**config.mk**
```make
export PLATFORM = sky130hd
export DESIGN_NAME = ssg_display_ctrl
export DESIGN_NICKNAME = d
export VERILOG_FILES = /design/src/rtl/ssg_display_ctrl.sv
export SDC_FILE = /design/constraint.sdc
export NUM_CORES = 1
export LEC_CHECK = 0
export CORE_MARGIN = 2
export CORE_UTILIZATION = 49
export DETAILED_ROUTE_END_ITERATION = 16
export PLACE_DENSITY = 0.74
export SYNTH_ARGS = -nofsm -noshare
export SYNTH_HDL_FRONTEND = slang
export SYNTH_SLANG_ARGS = --single-unit
```
**constraint.sdc**
```tcl
create_clock -name clock_50Mhz -period 4 [get_ports clock_50Mhz]
set_input_delay 0.8 -clock clock_50Mhz [delete_from_list [all_inputs] [get_ports clock_50Mhz]]
set_output_delay 0.8 -clock clock_50Mhz [all_outputs]
set_load 0.02 [all_outputs]
```
**src/rtl/ssg_display_ctrl.sv**
```systemverilog
// Four-digit seven-segment display sequencer.
// Accepts a hi/lo value pair over valid/ready. Each value is converted to two
// BCD digits by a serial double-dabble engine. All four digits are then
// committed together, and the anodes are time-multiplexed with a blanking
// gap at the start of every digit slot.
module ssg_display_ctrl #(
  parameter int WIDTH        = 8,
  parameter int REFRESH_BITS = 18,
  parameter int BLANK_CYCLES = 64,
  parameter int LZ_SUPPRESS  = 1
) (
  input  logic             clock_50Mhz,
  input  logic             reset,
  input  logic             upd_valid,
  output logic             upd_ready,
  input  logic [WIDTH-1:0] value_hi,
  input  logic [WIDTH-1:0] value_lo,
  output logic [3:0]       anode_activate,
  output logic [6:0]       led_out,
  output logic             ovf_hi,
  output logic             ovf_lo
);

  typedef enum logic [1:0] {IDLE, CONV_HI, CONV_LO, COMMIT} state_t;

  localparam logic [6:0] SEG_OFF  = 7'b1111111;
  localparam logic [6:0] SEG_DASH = 7'b1111110;

  state_t      state, state_nxt;
  logic [2:0]  iter;
  logic [6:0]  bin_sr;
  logic [7:0]  bcd_sr;
  logic [7:0]  bcd_adj;
  logic [7:0]  bcd_next;
  logic [7:0]  hi_bcd;
  logic [6:0]  lo_bin;
  logic        pend_ovf_hi, pend_ovf_lo;
  logic [3:0]  dig3, dig2, dig1, dig0;
  logic        last_iter;

  logic [REFRESH_BITS+1:0] scan_cnt;
  logic [1:0]              slot;
  logic                    blank;
  logic [3:0]              sel_digit;
  logic                    sel_ovf;
  logic                    sel_tens;
  logic [3:0]              anode_nxt;
  logic [6:0]              led_nxt;

  // Active-low segment pattern for one decimal digit.
  function automatic logic [6:0] seg_decode(input logic [3:0] d);
    case (d)
      4'd0:    seg_decode = 7'b0000001;
      4'd1:    seg_decode = 7'b1001111;
      4'd2:    seg_decode = 7'b0010010;
      4'd3:    seg_decode = 7'b0000110;
      4'd4:    seg_decode = 7'b1001100;
      4'd5:    seg_decode = 7'b0100100;
      4'd6:    seg_decode = 7'b0100000;
      4'd7:    seg_decode = 7'b0001111;
      4'd8:    seg_decode = 7'b0000000;
      4'd9:    seg_decode = 7'b0000100;
      default: seg_decode = SEG_OFF;
    endcase
  endfunction

  assign upd_ready = (state == IDLE);
  assign last_iter = (iter == 3'd6);

  // One double-dabble iteration: add 3 to each nibble >= 5, then shift in the next binary bit.
  always_comb begin
    bcd_adj[7:4] = (bcd_sr[7:4] >= 4'd5) ? bcd_sr[7:4] + 4'd3 : bcd_sr[7:4];
    bcd_adj[3:0] = (bcd_sr[3:0] >= 4'd5) ? bcd_sr[3:0] + 4'd3 : bcd_sr[3:0];
    bcd_next     = {bcd_adj[6:0], bin_sr[6]};
  end

  // State register.
  always_ff @(posedge clock_50Mhz or posedge reset) begin
    if (reset) state <= IDLE;
    else       state <= state_nxt;
  end

  // Next-state logic: seven iterations per field, then a single commit cycle.
  always_comb begin
    // NOTE: default first so every path assigns state_nxt and no latch is inferred.
    state_nxt = state;
    case (state)
      IDLE:    if (upd_valid) state_nxt = CONV_HI;
      CONV_HI: if (last_iter) state_nxt = CONV_LO;
      CONV_LO: if (last_iter) state_nxt = COMMIT;
      COMMIT:  state_nxt = IDLE;
      default: state_nxt = IDLE;
    endcase
  end

  // Conversion datapath and atomic commit of all four digits plus overflow flags.
  always_ff @(posedge clock_50Mhz or posedge reset) begin
    if (reset) begin
      // NOTE: non-blocking assignments keep every register sampling pre-edge values.
      iter        <= '0;
      bin_sr      <= '0;
      bcd_sr      <= '0;
      hi_bcd      <= '0;
      lo_bin      <= '0;
      pend_ovf_hi <= 1'b0;
      pend_ovf_lo <= 1'b0;
      dig3        <= '0;
      dig2        <= '0;
      dig1        <= '0;
      dig0        <= '0;
      ovf_hi      <= 1'b0;
      ovf_lo      <= 1'b0;
    end else begin
      case (state)
        IDLE: if (upd_valid) begin
          bin_sr      <= value_hi[6:0];
          lo_bin      <= value_lo[6:0];
          bcd_sr      <= '0;
          iter        <= '0;
          pend_ovf_hi <= (value_hi > WIDTH'(99));
          pend_ovf_lo <= (value_lo > WIDTH'(99));
        end
        CONV_HI: begin
          if (last_iter) begin
            hi_bcd <= bcd_next;
            bcd_sr <= '0;
            bin_sr <= lo_bin;
            iter   <= '0;
          end else begin
            bcd_sr <= bcd_next;
            bin_sr <= {bin_sr[5:0], 1'b0};
            iter   <= iter + 3'd1;
          end
        end
        CONV_LO: begin
          bcd_sr <= bcd_next;
          bin_sr <= {bin_sr[5:0], 1'b0};
          iter   <= last_iter ? 3'd0 : iter + 3'd1;
        end
        COMMIT: begin
          dig3   <= hi_bcd[7:4];
          dig2   <= hi_bcd[3:0];
          dig1   <= bcd_sr[7:4];
          dig0   <= bcd_sr[3:0];
          ovf_hi <= pend_ovf_hi;
          ovf_lo <= pend_ovf_lo;
        end
        default: ;
      endcase
    end
  end

  // Free-running scan counter; its wrap is intentional.
  always_ff @(posedge clock_50Mhz or posedge reset) begin
    if (reset) scan_cnt <= '0;
    else       scan_cnt <= scan_cnt + 1'b1;
  end

  // Choose the digit for the current slot and form its anode/cathode pattern.
  always_comb begin
    slot      = scan_cnt[REFRESH_BITS+1:REFRESH_BITS];
    blank     = (int'(scan_cnt[REFRESH_BITS-1:0]) < BLANK_CYCLES);
    anode_nxt = 4'b1111;
    sel_digit = dig3;
    sel_ovf   = ovf_hi;
    sel_tens  = 1'b1;
    case (slot)
      2'd0: begin anode_nxt = 4'b0111; sel_digit = dig3; sel_ovf = ovf_hi; sel_tens = 1'b1; end
      2'd1: begin anode_nxt = 4'b1011; sel_digit = dig2; sel_ovf = ovf_hi; sel_tens = 1'b0; end
      2'd2: begin anode_nxt = 4'b1101; sel_digit = dig1; sel_ovf = ovf_lo; sel_tens = 1'b1; end
      default: begin anode_nxt = 4'b1110; sel_digit = dig0; sel_ovf = ovf_lo; sel_tens = 1'b0; end
    endcase
    if (sel_ovf)
      led_nxt = SEG_DASH;
    else if ((LZ_SUPPRESS != 0) && sel_tens && (sel_digit == 4'd0))
      led_nxt = SEG_OFF;
    else
      led_nxt = seg_decode(sel_digit);
    if (blank) begin
      anode_nxt = 4'b1111;
      led_nxt   = SEG_OFF;
    end
  end

  // Registered display outputs, one cycle behind the scan counter.
  always_ff @(posedge clock_50Mhz or posedge reset) begin
    if (reset) begin
      anode_activate <= 4'b1111;
      led_out        <= SEG_OFF;
    end else begin
      anode_activate <= anode_nxt;
      led_out        <= led_nxt;
    end
  end

endmodule

```
* After elaboration in Yosys (flattened, before gate mapping)
Memories as Yosys holds them, arrays and structs flattened.
Index checks and enable logic that the tools add are counted.
** Storage, ports and cells
- Register bits after elaboration :: 86
- Bits in latches :: 0
- Memory bits (writable) :: 0
- Bits in read-only memories :: 112
- Output and inout port bits :: 14
- Memories :: 1
** Operators by class
- Add/subtract/negate cells :: 4
- Multipliers :: 0
- Div/mod/pow operators :: 0
- $lt $le $gt $ge :: 5
- Equal/unequal tests :: 9
- Shifts and indexed selects :: 0
- Multiplexer cells :: 23
- Bitwise operators :: 0
- Reductions and logical operators :: 14
** Memory list
- (no name shown) :: words 16, width 7, read ports 1, clocked after memory_dff 0, write ports 0, line 52 : case (d)
** Operators by type and width (count)
- $mux 7 :: 5
- $pmux 4 s3 :: 2
- $pmux 8 s3 :: 1
- $pmux 7 s3 :: 1
- $add 20x1->20 const B :: 1
- $lt 18x7->1 const B :: 1
- $gt 8x7->1 const B :: 2
- $mux 8 :: 2
- $mux 3 :: 3
- $ge 4x3->1 const B :: 2
- $mux 4 :: 2
- $pmux 2 s4 :: 1
- $reduce_and 2->1 :: 4
- $eq 2x2->1 const B :: 3
- $mux 2 :: 3
- $ne 2x2->1 const B :: 3
- $pmux 3 s2 :: 1
- $reduce_or 2->1 :: 3
- $add 4x2->4 const B :: 1
- $eq 2x1->1 const B :: 2
- $logic_not 2->1 :: 2
- $logic_not 4->1 :: 1
- $add 3x1->3 const B :: 1
- $add 3x2->3 const B :: 1
- 6 further kinds :: 7

* Depth between registers and ports, before layout
Gate-level depths: netlist of the first run.
- Word-level depth :: 7
- Depth in mapped cells :: 8

* Least setup slack after synthesis of the first run
OpenSTA, ideal clock, no wires.
- Kind :: register -> register
- Start :: register scan_cnt[18]
- End :: register led_out[2]
- Setup time :: 0.058 ns
- Arrival :: 1.860 ns
- Required time :: 3.942 ns
- Setup slack :: 2.082 ns
- Cell stages (with the launch flop) :: 8
- Cells stage by stage :: dfrtp_1 -> buf_6 -> mux4_1 -> inv_1 -> ha_1 -> nand3_1 -> o21a_1 -> a21bo_2
** On the way
- Longest elaborated chain between the ends :: 7
** Ends and longest elaborated chain
- start: declaration :: line 41 : logic [REFRESH_BITS+1:0] scan_cnt;
- start signal: assignment :: line 156 : else scan_cnt <= scan_cnt + 1'b1;
- branches (longest 5 deep; another with $mem_v2 16x7)
- $mux 7 (*) :: line 173 : if (sel_ovf)
- $mux 7 (*) :: line 179 : if (blank) begin
- net led_nxt[2] :: line 48 : logic [6:0] led_nxt;
- end signal: assignment :: line 192 : led_out <= led_nxt;
- end: declaration :: line 19 : output logic [6:0] led_out,
Mark *: on every way through the listed nets, which the timed path passes.
A chain may end at the register's enable or synchronous reset.

* Worst setup path in the final report of the first run
- Start :: register state[0]
- End :: output upd_ready
** On the way
- Longest elaborated chain between the ends :: 1
** Ends and longest elaborated chain
- start: declaration :: line 29 : state_t state, state_nxt;
- start signal: assignment :: line 80 : else state <= state_nxt;
- $logic_not 2->1 :: line 67 : assign upd_ready = (state == IDLE);
- end: declaration :: line 15 : output logic upd_ready,
No other way between the ends.

==> results_dict.tcl, run 1 <==
set metrics [dict create \
    status "finished, final reports clean" \
    final_cell_mix "dfrtp_1 (75), nand2_1 (44), mux2_2 (33)" \
    yosysTopAreaCellShare_pct 45.9 \
    setup_tns_ps 0 \
    cts_htree_levels 3 \
    cts_tree "built" \
    synth_ff_type "dfrtp_1" \
    io_buffers 32 \
    dp_hpwl_um 5410 \
    clockBufferDepth 2 \
    power.density_nw_per_um2 623 \
    hold_viol_final 0 \
    yosys.area.top_type "dfrtp_1" \
    syn-num-nets 402 \
    power_uw 2940 \
    syn_to_final_growth_pct 15.4 \
    die-area_um2 9100 \
    cap_violations 0 \
    wirelength_um 7510 \
    path_cells "inv_1 -> ha_1 -> clkdlybuf4s50_1" \
    async_flop_share_pct 100 \
    period_share_pct 64.3 \
    nets 434 \
    final_common_cell "dfrtp_1" \
    antenna_cells 0 \
    yosys-top-cells-area "dfrtp_1 (46%), mux2_2 (9.1%), dfstp_2 (7.1%)" \
    ys_ff_latch 86 \
    path_clk_slew_ps 90 \
    post_cts_resized 0 \
    initial_utilization_pct 50.1 \
    grt_usage_pct 19.3 \
    min_path_type "flop to flop" \
    worstSetupStartpointType "flop" \
    peakVddDrop_mv 0.551 \
    dieWidth_um 95.4 \
    path_max_fanout 5 \
    place.gp.congestion 0.927 \
    grt.overflow.total 0 \
    ctsHoldBuffers 0 \
    timing.final.ws_setup_ps 1430 \
    synth.distinct_cells 45 \
    fin_util_pct 57.8 \
    grt_max_degree 49 \
    die_h_um 95.4 \
    cts_inserted_buffers 9 \
    cts_setup_buffers 0 \
    preCtsSetupSlack_ps 1450 \
    period_needed_ps 2570 \
    antenna_found_initial 0 \
    maxSlewViolCount 0 \
    synth_area_um2 4090 \
    worstSetupEndpointType "output pin" \
    postSynthCellCount 369 \
    max_freq_mhz 389 \
    tightest_slew_ps 939 \
    worst-endpoint-required_ps 3200 \
    slowest_stage "clkdlybuf4s50_1" \
    wl_per_cell_um 14.7 \
    hold_ws_ps 475 \
    layout-drive-gt1-share_pct 17.2 \
    slew_headroom_pct 37.4 \
    setup_viol 0 \
    clock-root-buffer "clkbuf_8" \
    synth_edf_count 0 \
    leakage_uw 0.00208 \
    ys_seq_area_share_pct 52.9 \
    worstSetupPathType "flop to output pin" \
    rows 33 \
    finalClockSkew_ps 7.67 \
    first_iter_violations 125 \
    clock_latency_ps 360 \
    boundaryPins 33 \
    worstPathArrival_ps 1770 \
    grt_pass1_vias 2844 \
    critPathMaxStageDelay_ps 640 \
    rsz0062_at_grt "false" \
    core-area_um2 8180 \
    crit_family "buffers and inverters" \
    vias_per_cell 5.52 \
    worst-path-buf-inv 2 \
    grt_pass1_wl_um 13500 \
    cts_num_sinks 86 \
    vias 2823 \
    syn_avg_cell_area_um2 11.1 \
    ant_nets 0 \
    first_pass_iters 4 \
    synth_warnings 0 \
    post-route-drc-count 0 \
]
-- final cells by class --
cell class / count / area [um^2]
clock buffers: 9 / 124
clock inverters: 7 / 97.6
fillers: 702 / 3450
inverters: 21 / 80.1
multi-input cells: 249 / 1790
flip-flops and latches: 86 / 2170
well taps: 105 / 131
repair buffers: 34 / 335
-- path summary, 6_finish.rpt --
path | end | cells past startpoint | slack (ps) | startpoint
hold / removal | scan_cnt[0] | 1 | 480 | scan_cnt[0]
hold reg to reg | scan_cnt[0] | 1 | 480 | scan_cnt[0]
max in group asynchronous | bcd_sr[5] | 3 | 2350 | reset
setup / recovery | upd_ready | 3 | 1430 | state[0]
min in group asynchronous | lo_bin[5] | 2 | 890 | reset
setup reg to reg | led_out[0] | 7 | 1710 | scan_cnt[18]
-- stage by stage --
| stage | std cells | cell area, um^2 |
|---|---|---|
| after floorplan | 369 | 4090 |
| after global placement | 495 | 4500 |
| after detailed placement | 495 | 4500 |
| after CTS | 511 | 4720 |
| after global routing | 511 | 4720 |
| final | 511 | 4720 |
-- cell usage after synthesis (2+ instances only) --
cell	n
dfrtp_1	75
and3_1	2
a21oi_1	13
buf_2	3
o22ai_1	5
inv_1	21
a31o_2	2
a22oi_1	2
nand3b_1	2
o31ai_1	7
and2_1	3
nand2_1	44
clkbuf_1	8
ha_1	14
xnor2_1	13
dfstp_2	11
or3_1	2
mux4_2	3
mux2_2	33
nor2_1	17
nand4_1	3
a31oi_1	4
nor3_1	2
nor2b_1	2
xor2_1	7
nand2b_1	5
nand4b_1	2
a22o_1	5
nor4_1	5
o21ai_0	19
mux2i_1	4
o21a_1	3
nand3_1	16
-- cell families after synthesis --
logic type                 share of synthesized area [%]
DFF                                                 52.9
AOI/OAI and AO/OA                                   10.1
xor gates and xnor gates                            4.28
buffers and inverters                               3.39
muxes                                               12.4
adders and majority gates                           4.28
and+or+nand+nor                                     12.7
-- report_power, final --
part	switching, uW	internal, uW	leakage [uW]
logic	569	478	0.000901
clock network	320	354	0.000106
registers	143	1080	0.00108
total	1030	1910	0.00208
-- routing by layer --
layer  up-vias  GRT usage (%)  routed length [um]
li1       1358              -                   -
met1      1377           25.6                3430
met2        76           30.9                3610
met3        12           4.51                 347
met4         0           7.38                 122
met5         -              0                   0
-- sequential cells by signal, indices dropped and copies added, names as in the netlist --
signal and count:
anode_activate 4, bcd_sr 8, bin_sr 7, dig0 4, dig1 4, dig2 4
dig3 4, hi_bcd 8, iter 3, led_out 7, lo_bin 7, ovf_hi 1
ovf_lo 1, pend_ovf_hi 1, pend_ovf_lo 1, scan_cnt 20, state 2
Note: power is estimated with default switching activity, not from simulation.
==> inputs of run 2 (changes only) <==
==> constraint.sdc (replaced) <==
create_clock -name clock_50Mhz -period 2.6 [get_ports clock_50Mhz]
set_input_delay 0.52 -clock clock_50Mhz [delete_from_list [all_inputs] [get_ports clock_50Mhz]]
set_output_delay 0.52 -clock clock_50Mhz [all_outputs]
set_load 0.02 [all_outputs]
==> run 2 against run 1 <==
Net effect: final cell count grew 0.59%; sequential share of layout area shrank 0.25 points; via count is 1.3% lower; combinational power increased by 57%; clock skew grew 4.8 ps; critical path type unchanged; largest power group unchanged.
==> results_dict.tcl, run 2 (synthesis results as in run 1) <==
set metrics [dict create \
    worstSetupEndpointType "output pin" \
    first_iter_violations 129 \
    hold_viol_final 0 \
    dieWidth_um 95.4 \
    die-area_um2 9100 \
    core-area_um2 8180 \
    ctsHoldBuffers 0 \
    antenna_found_initial 0 \
    final_common_cell "dfrtp_1" \
    first_pass_iters 4 \
    period_share_pct 85.7 \
    leakage_uw 0.00209 \
    path_max_fanout 5 \
    cts_tree "built" \
    io_buffers 32 \
    worst-endpoint-required_ps 2080 \
    syn_to_final_growth_pct 16.0 \
    cap_violations 0 \
    power.density_nw_per_um2 939 \
    antenna_cells 0 \
    clockBufferDepth 2 \
    grt_pass1_vias 2887 \
    grt_usage_pct 18.9 \
    reg2reg_slack_ps 400 \
    dp_hpwl_um 5480 \
    largest_register_ffs 20 \
    wl_per_cell_um 14.8 \
    worstSetupStartpointType "flop" \
    path_clk_slew_ps 90 \
    wirelength_um 7600 \
    nets 437 \
    r2r_start "scan_cnt[18]" \
    status "finished, final reports clean" \
    peakVddDrop_mv 0.883 \
    max_freq_mhz 449 \
    rows 33 \
    cts_inserted_buffers 9 \
    min_path_type "flop to flop" \
    boundaryPins 33 \
    preCtsSetupSlack_ps 429 \
    top_regs "scan_cnt x20, bcd_sr x8, hi_bcd x8" \
    post_cts_resized 0 \
    final_cell_mix "dfrtp_1 (75), nand2_1 (44), mux2_2 (33)" \
    clock-root-buffer "clkbuf_8" \
    r2r_cells 6 \
    cts_htree_levels 3 \
    setup_viol 0 \
    layout-drive-gt1-share_pct 17.6 \
    hold_end "hi_bcd[3]" \
    place.gp.congestion 0.869 \
    post-route-drc-count 0 \
    worstSetupPathType "flop to output pin" \
    maxSlewViolCount 0 \
    grt_max_degree 34 \
    regMostFlops "scan_cnt" \
    clock_latency_ps 340 \
    grt.overflow.total 0 \
    ant_nets 0 \
    grt_pass1_wl_um 13400 \
    r2r-end "led_out[2]" \
    finalClockSkew_ps 12.4 \
    min_from "hi_bcd[3]" \
    slew_headroom_pct 45.9 \
    worstPathArrival_ps 1710 \
    cts_setup_buffers 0 \
    period_needed_ps 2230 \
    initial_utilization_pct 50.1 \
    vias_per_cell 5.42 \
    setup_tns_ps 0 \
    whs_path_depth 2 \
    vias 2785 \
    die_h_um 95.4 \
    timing.final.ws_setup_ps 371 \
    tightest_slew_ps 804 \
    rsz0062_at_grt "false" \
    cts_num_sinks 86 \
]
[run 2: area by class of cell]
cell class                 count  area (um^2)
timing repair buffer          37          383
fill                         709         3430
clock buffer                  10          128
clock inverter                 6         70.1
tap                          105          131
sequential                    86         2170
multi-input combinational    249         1790
inverter                      21         82.6
[run 2: metrics by stage]
step	hold slack, ps	cell area (um^2)	power [uW]	util, %	std cells
floorplan	443	4100	3130	-	369
global placement	458	4550	3480	55.7	498
detailed placement	465	4550	3540	55.7	498
CTS	484	4750	4490	58.1	514
global route	516	4750	4810	58.1	514
finish	480	4750	4460	58.1	514
[run 2: worst max-delay path by stage]
| stage | startpoint | to | cells past startpoint |
|---|---|---|---|
| 6_report | state[0] | upd_ready | 3 |
| 5_1_grt | scan_cnt[18] | led_out[0] | 7 |
| 4_1_cts | state[0] | upd_ready | 3 |
| 3_5_place_dp | scan_cnt[18] | led_out[2] | 6 |
| 3_3_place_gp | scan_cnt[18] | led_out[0] | 7 |
| 2_1_floorplan | scan_cnt[18] | led_out[2] | 7 |
[run 2: power by group]
group | switching [uW] | internal (uW) | total, uW
clock | 486 | 451 | 937
combinational | 891 | 754 | 1650
sequential | 219 | 1660 | 1870
total | 1600 | 2860 | 4460
[run 2: critical path, stage by stage, from the launching register on]
cell and delay (ps):
dfrtp_1 400, inv_1 100, ha_1 230, clkdlybuf4s50_1 630
[run 2: layer usage]
| layer | part of all wire, % | GRT usage, % | vias to the layer above |
|---|---|---|---|
| li1 | - | - | 1364 |
| met1 | 47 | 25.5 | 1359 |
| met2 | 49 | 30.8 | 54 |
| met3 | 3.3 | 4.19 | 8 |
| met4 | 1.2 | 5.83 | 0 |
| met5 | 0 | 0 | - |
